===== src/rtl/phy_tx_pkg.sv =====
// Shared PHY link constants, lane/frame types and the lane-or-COM select helper.
// Used by phy_tx and its serializer.
package phy_tx_pkg;
    localparam logic [7:0] PHY_COM        = 8'hBC;
    localparam int         PHY_LANES      = 4;
    localparam int         PHY_BYTE_W     = 8;
    localparam int         PHY_FRAME_BITS = PHY_LANES * PHY_BYTE_W;
    localparam int         PHY_CNT_W      = $clog2(PHY_FRAME_BITS);

    typedef logic [PHY_BYTE_W-1:0]     lane_t;
    typedef logic [PHY_FRAME_BITS-1:0] frame_t;

    // An invalid lane carries COM so the receiver sees idle in that slot.
    function automatic lane_t lane_sel(input logic vld, input lane_t dat);
        return vld ? dat : PHY_COM;
    endfunction
endpackage


===== src/rtl/phy_tx_piso.sv =====
// 32-bit parallel-load frame register with a registered serial bit select; 1-cycle latency.
// No backpressure: the frame reloads at every frame boundary and shifts one bit per edge.
module phy_tx_piso
    import phy_tx_pkg::*;
(
    input  logic                 clk_32f,
    input  logic                 reset,
    input  logic                 load_en,
    input  frame_t               frame_in,
    input  logic [PHY_CNT_W-1:0] bit_cnt,
    output logic                 data_out
);
    frame_t frame;

    always_ff @(posedge clk_32f or negedge reset) begin
        if (!reset) begin
            frame    <= {PHY_LANES{PHY_COM}};
            data_out <= 1'b0;
        end else begin
            data_out <= frame[bit_cnt];
            if (load_en)
                frame <= frame_in;
        end
    end
endmodule


===== src/rtl/phy_tx.sv =====
// PHY transmitter: 4 lanes serialized per 32-bit frame after a COM preamble; lane0 bit0 one edge after load.
// No backpressure; inputs are sampled only on the load edge. Option PHY_TX_COM_CHECK_EN adds com_collision.
module phy_tx
    import phy_tx_pkg::*;
#(
    parameter int PREAMBLE_FRAMES = 4
)(
    input  logic       clk_32f,
    input  logic       reset,
    input  logic [7:0] data_tx0,
    input  logic [7:0] data_tx1,
    input  logic [7:0] data_tx2,
    input  logic [7:0] data_tx3,
    input  logic       valid_tx0,
    input  logic       valid_tx1,
    input  logic       valid_tx2,
    input  logic       valid_tx3,
`ifdef PHY_TX_COM_CHECK_EN
    output logic       com_collision,
`endif
    output logic       data_out,
    output logic       load,
    output logic       active
);
    localparam int               PRE_W    = $clog2(PREAMBLE_FRAMES + 1);
    localparam logic [PRE_W-1:0] PRE_LAST = PRE_W'(PREAMBLE_FRAMES - 1);

    logic [PHY_CNT_W-1:0] bit_cnt;
    logic [PRE_W-1:0]     pre_cnt;
    logic                 frame_end;
    frame_t               frame_next;
    lane_t                lane_dat [PHY_LANES];
    logic [PHY_LANES-1:0] lane_vld;

    assign lane_dat[0] = data_tx0;
    assign lane_dat[1] = data_tx1;
    assign lane_dat[2] = data_tx2;
    assign lane_dat[3] = data_tx3;
    assign lane_vld    = {valid_tx3, valid_tx2, valid_tx1, valid_tx0};

    assign frame_end = (bit_cnt == PHY_CNT_W'(PHY_FRAME_BITS - 1));

    always_comb begin
        frame_next = {PHY_LANES{PHY_COM}};
        if (active) begin
            for (int i = 0; i < PHY_LANES; i++)
                frame_next[i*PHY_BYTE_W +: PHY_BYTE_W] = lane_sel(lane_vld[i], lane_dat[i]);
        end
    end

    // load is registered one cycle early so it is high during bit_cnt==31, the sampling cycle.
    always_ff @(posedge clk_32f or negedge reset) begin
        if (!reset) begin
            bit_cnt <= '0;
            pre_cnt <= '0;
            active  <= 1'b0;
            load    <= 1'b0;
        end else begin
            bit_cnt <= bit_cnt + 1'b1;
            load    <= active && (bit_cnt == PHY_CNT_W'(PHY_FRAME_BITS - 2));
            if (frame_end && !active) begin
                pre_cnt <= pre_cnt + 1'b1;
                if (pre_cnt == PRE_LAST)
                    active <= 1'b1;
            end
        end
    end

`ifdef PHY_TX_COM_CHECK_EN
    logic [PHY_LANES-1:0] lane_hit;

    always_comb begin
        lane_hit = '0;
        for (int i = 0; i < PHY_LANES; i++)
            lane_hit[i] = lane_vld[i] && (lane_dat[i] == PHY_COM);
    end

    always_ff @(posedge clk_32f or negedge reset) begin
        if (!reset)
            com_collision <= 1'b0;
        else if (frame_end && active && (|lane_hit))
            com_collision <= 1'b1;
    end
`endif

    phy_tx_piso u_piso (
        .clk_32f  (clk_32f),
        .reset    (reset),
        .load_en  (frame_end),
        .frame_in (frame_next),
        .bit_cnt  (bit_cnt),
        .data_out (data_out)
    );
endmodule


===== config.mk =====
export PLATFORM = sky130hd
export DESIGN_NAME = phy_tx
export DESIGN_NICKNAME = d
export VERILOG_FILES = /design/src/rtl/phy_tx_pkg.sv /design/src/rtl/phy_tx_piso.sv /design/src/rtl/phy_tx.sv
export SDC_FILE = /design/constraint.sdc
export NUM_CORES = 1
export LEC_CHECK = 0
export ABC_AREA = 1
export CORE_MARGIN = 4
export CORE_UTILIZATION = 48
export CTS_BUF_LIST = sky130_fd_sc_hd__clkbuf_4
export DETAILED_ROUTE_END_ITERATION = 7
export GPL_TIMING_DRIVEN = 0
export HOLD_SLACK_MARGIN = 0.02
export PLACE_DENSITY = 0.89
export SLEW_MARGIN = 20
export SYNTH_ARGS = -nofsm -noshare
export SYNTH_HDL_FRONTEND = slang
export SYNTH_SLANG_ARGS = --single-unit

===== constraint.sdc =====
create_clock -name clk_32f -period 1.6 [get_ports clk_32f]
set_input_delay 0.24 -clock clk_32f [delete_from_list [all_inputs] [get_ports clk_32f]]
set_output_delay 0.24 -clock clk_32f [all_outputs]
set_load 0.005 [all_outputs]

-- After elaboration in Yosys (flattened, before gate mapping)
Index checks and enable logic that the tools add are counted.
- $add $sub $neg: 2
- order comparisons: 1
- equal/unequal tests: 3
- mux-type cells: 7
- reduce and logical (&&, ||, !) cells: 4
- operators with widths (kind ; count):
    two-way mux 32 bit ; 1
    two-way mux 8 bit ; 4
    == test 5 bit (second input constant) ; 2
    less-than comparator 5 x 6 -> 1 bit (second input constant) ; 1
    adder 5 x 1 -> 5 bit (second input constant) ; 1
    binary-select mux 1 bit (select 5 bit) ; 1
    adder 3 x 1 -> 3 bit (second input constant) ; 1
    == test 3 x 2 -> 1 bit (second input constant) ; 1
    logical AND 1 bit ; 2
    AND reduction 2 bit ; 1
    zero test 1 bit ; 1
    two-way mux 1 bit ; 1
- bits in registers: 43
- input port bits: 38
- output and inout port bits: 3
- word-level logic and storage cells: 23

-- Longest topological paths before layout
- word-level depth: 3
- mapped depth: 10
- mapped depth without buffers: 9

-- Cells and area by module
A second synthesis with hierarchy kept.
- cells, all modules: 241
- area total of the unflattened synthesis: 2282.2 um^2
- by module, submodules not included (module ; times used ; cells an instance ; area an instance (um^2) ; sequential area each (um^2)):
    phy_tx_piso ; 1 ; 147 ; 1612.8 ; 850.8
    phy_tx ; 1 ; 94 ; 669.4 ; 250.2

-- Worst setup path after synthesis
Ideal clock, no wire load.
- path kind: flip-flop to flip-flop
- start: register bit_cnt[0]
- end: register u_piso.frame[15]
- setup time: 0.067 ns
- arrival time: 1.423 ns
- data required time: 1.533 ns
- setup slack: 0.109 ns
- cell stages (with the launch flop): 9
- buffers on the path: 1
- period minus slack after synthesis: 1.491 ns
- cell sequence: dfrtp_1 ha_1 inv_1 nor2_1 ha_1 inv_2 buf_1 nor3_1 nor2_1
- word-level cells in the longest chain between the ends: 1
- RTL lines (element ; RTL line ; RTL):
    start: declaration ; phy_tx.sv:28 ; logic [PHY_CNT_W-1:0] bit_cnt;
    start signal: assignment ; phy_tx.sv:59 ; bit_cnt <= bit_cnt + 1'b1;
    == test 5 bit ; phy_tx.sv:41 ; assign frame_end = (bit_cnt == PHY_CNT_W'(PHY_FRAME_BITS - 1));
    end signal: assignment ; phy_tx_piso.sv:17 ; frame <= {PHY_LANES{PHY_COM}};
    end signal: assignment ; phy_tx_piso.sv:22 ; frame <= frame_in;
    end: declaration ; phy_tx_piso.sv:13 ; frame_t frame;
No other way between the ends.
A chain may end at the register's enable or synchronous reset.

-- Worst setup path in the final report
- start: register bit_cnt[0]
- end: register u_piso.frame[25]
Same word-level chain as after synthesis.

==> metrics.cfg <==
[timing]
clock_skew_ns = 0.00980
hold_viol = 0
drv_slew = 0
fmax_ghz = 0.655
tightest_slew_ns = 0.394
post-route-min-period_ns = 1.53
fin_crit_sh_pct = 95.4
finalSetupViolations = 0
timing.slew.headroom_pct = 73.7

[global_routing]
grt.total_usage_pct = 19.1
grt_max_degree = 28
grt-ovfl-total = 0
grt_pass1_wl_um = 7820
grt_pass1_vias = 1709
antenna_found_initial = 0

[setup_path]
crit_chain = ha_2, inv_1, nor2_2, ha_4, buf_6, buf_6, o22ai_1
cpMostUsedCell = buf_6
crit_buf_inv = 3
critical_path.max_stage_delay_ns = 0.39
arrival_ns = 1.75
crit_slowest_cell = dfrtp_1
worst_ep_required_time_ns = 1.83
crit_type = flop to flop
r2r_slack_ns = 0.07
start_kind = flop
worstSetupEndpointType = flop
path_max_fanout = 10
crit_family = flip-flops
critPathLaunch = bit_cnt[0]
reg2reg_from = bit_cnt[0]

[clock_tree]
cts_buffers = 5
cts.htree.levels = 2
root_buffer = clkbuf_4
clkTransAtPathRegs_ns = 0.12
cts_tree = done
clk_latency_ns = 0.36
clock_path_buffers = 2
clock-sinks = 43

[finish]
num_antenna_cells = 0
final_layout_size_suffix_gt1_share_pct = 21.5
fin_cells = 353
area_growth_pct = 33.4
utilization_pct = 68.2
finalNetCount = 345

[synthesis]
ys_async_sr_fraction_pct = 100
synth_edf_count = 0
synth-seq-cells = 43
syn_inst = 249
syn_nets = 292
yosys-top-cells-count = nand2_1 (57), inv_1 (32), nand3_1 (24)
yosysWarnings = 0
syn_avg_cell_area_um2 = 8.45
seq_area_frac_synth_pct = 52.3
synthFlopType = dfrtp_1
yosysMostFrequentCell = nand2_1
synth.largest_area_cell = dfrtp_1
yosys-top-cells-area = dfrtp_1 (27%), dfstp_2 (25%), nand2_1 (10%), nand3_1 (5.7%), inv_1 (5.7%)
syn-cell-area_um2 = 2100
synthDistinctLibCells = 24
synth_top_cell_area_share_pct = 27.4

[route]
num_vias = 1863
routed_wl_um = 5070
drt.antenna.violating_nets = 0
drt_iter0_markers = 107
first_pass_iters = 4
drc = 0
wl_per_cell_um = 14.4
via_per_inst = 5.28

[placement]
dp_hpwl_um = 3420
io_buffers = 40
place_inst = 340
place_congestion = 0.837

[die]
ios = 41
coreArea_um2 = 4120
rows = 23
die_y_um = 74.2
die_area_um2 = 5500
start_util_pct = 51.1
die_w_um = 74.2

[pwr]
p_per_area_nw_per_um2 = 617
p_leak_nw = 1.25
vdd_ir_drop_max_uv = 456

[status]
status = completed

[job]
maxCapViolations = 0

[hold_path]
holdCritPathClass = input port to async pin

sequential cells by signal, indices dropped and copies added, names as in the netlist:
name and flops:
u_piso.data_out 1, u_piso.frame 32, bit_cnt 5, pre_cnt 3, active 1, load 1
worst paths after layout:
check,end,cells past startpoint
min in group clk_32f,u_piso.frame[17],3
max in group asynchronous,u_piso.frame[19],3
max reg2reg,u_piso.frame[25],7
min reg2reg,u_piso.frame[21],2
max,u_piso.frame[25],7
min,pre_cnt[0],2
cells in the final DEF, fill, tap and decap left out, types with 4 or more instances in the layout:
master / n
o21ai_0: 4
buf_4: 4
inv_1: 32
dfrtp_1: 21
nor3_2: 7
nand3_1: 24
nand2_1: 57
a21oi_1: 16
clkdlybuf4s50_1: 39
nor2_1: 15
nand2_2: 4
nor3_1: 12
buf_6: 5
o22ai_1: 8
clkbuf_4: 6
dfstp_2: 20
report_power, final:
| group | total, mW | internal [mW] | switching, mW |
|---|---|---|---|
| combinational | 0.121 | 0.0841 | 0.0366 |
| sequential | 1.09 | 1.09 | 0 |
| clock | 0.520 | 0.180 | 0.340 |
| total | 1.73 | 1.35 | 0.377 |
worst register-to-register path, stage by stage, from the launching register on:
cell	delay, ns
dfrtp_1	0.39
ha_2	0.19
inv_1	0.05
nor2_2	0.15
ha_4	0.20
buf_6	0.15
buf_6	0.15
o22ai_1	0.10
layer usage:
metal | share of wire (%) | global-route usage, %
met5 | 0 | 0
met1 | 41 | 24.2
met4 | 1.6 | 6.04
met3 | 5.6 | 4.59
met2 | 52 | 32.3
final cells by class:
type                       instances  area (um2)
tap                               50        62.6
fill                             329        1310
inverter                          35         141
clock inverter                     2        7.51
sequential                        43        1100
clock buffer                       6        45.0
multi-input combinational        161         863
buffer                            10         114
timing repair buffer              46         468
per-stage QoR:
stage / hold slack [ns] / total power [mW] / TNS [ns] / worst slack [ns] / instance area (um2)
6_report: 0.316 / 1.73 / 0 / 0.0733 / 2810
5_1_grt: 0.364 / 1.80 / -0.0567 / -0.0367 / 2810
4_1_cts: 0.320 / 1.74 / 0 / 0.0205 / 2690
3_5_place_dp: 0.184 / 1.23 / -3.99 / -0.197 / 2580
3_3_place_gp: 0.468 / 1.22 / -24.41 / -0.675 / 2570
2_1_floorplan: -0.0556 / 1.11 / 0 / 0.109 / 2100
kinds of logic (layout without fill, tap and decap cells):
| family | count (synthesis) | after routing | share of synthesized area, % |
|---|---|---|---|
| xor+xnor | 3 | 3 | 1.25 |
| buf+inv | 45 | 99 | 9.94 |
| fa+ha+maj | 5 | 5 | 2.97 |
| mux | 1 | 1 | 0.535 |
| flops | 43 | 43 | 52.3 |
| compound gates | 30 | 30 | 7.79 |
| simple gates | 122 | 122 | 25.2 |
repair_timing:
action,4_1_cts,5_1_grt
buffers inserted,2,2
hold buffers,1,0
endpoints found under the hold margin,8,0
setup endpoints to repair,34,28
resized for setup,12,20
pin swaps,0,1
Note: power is estimated with default switching activity, not from simulation.
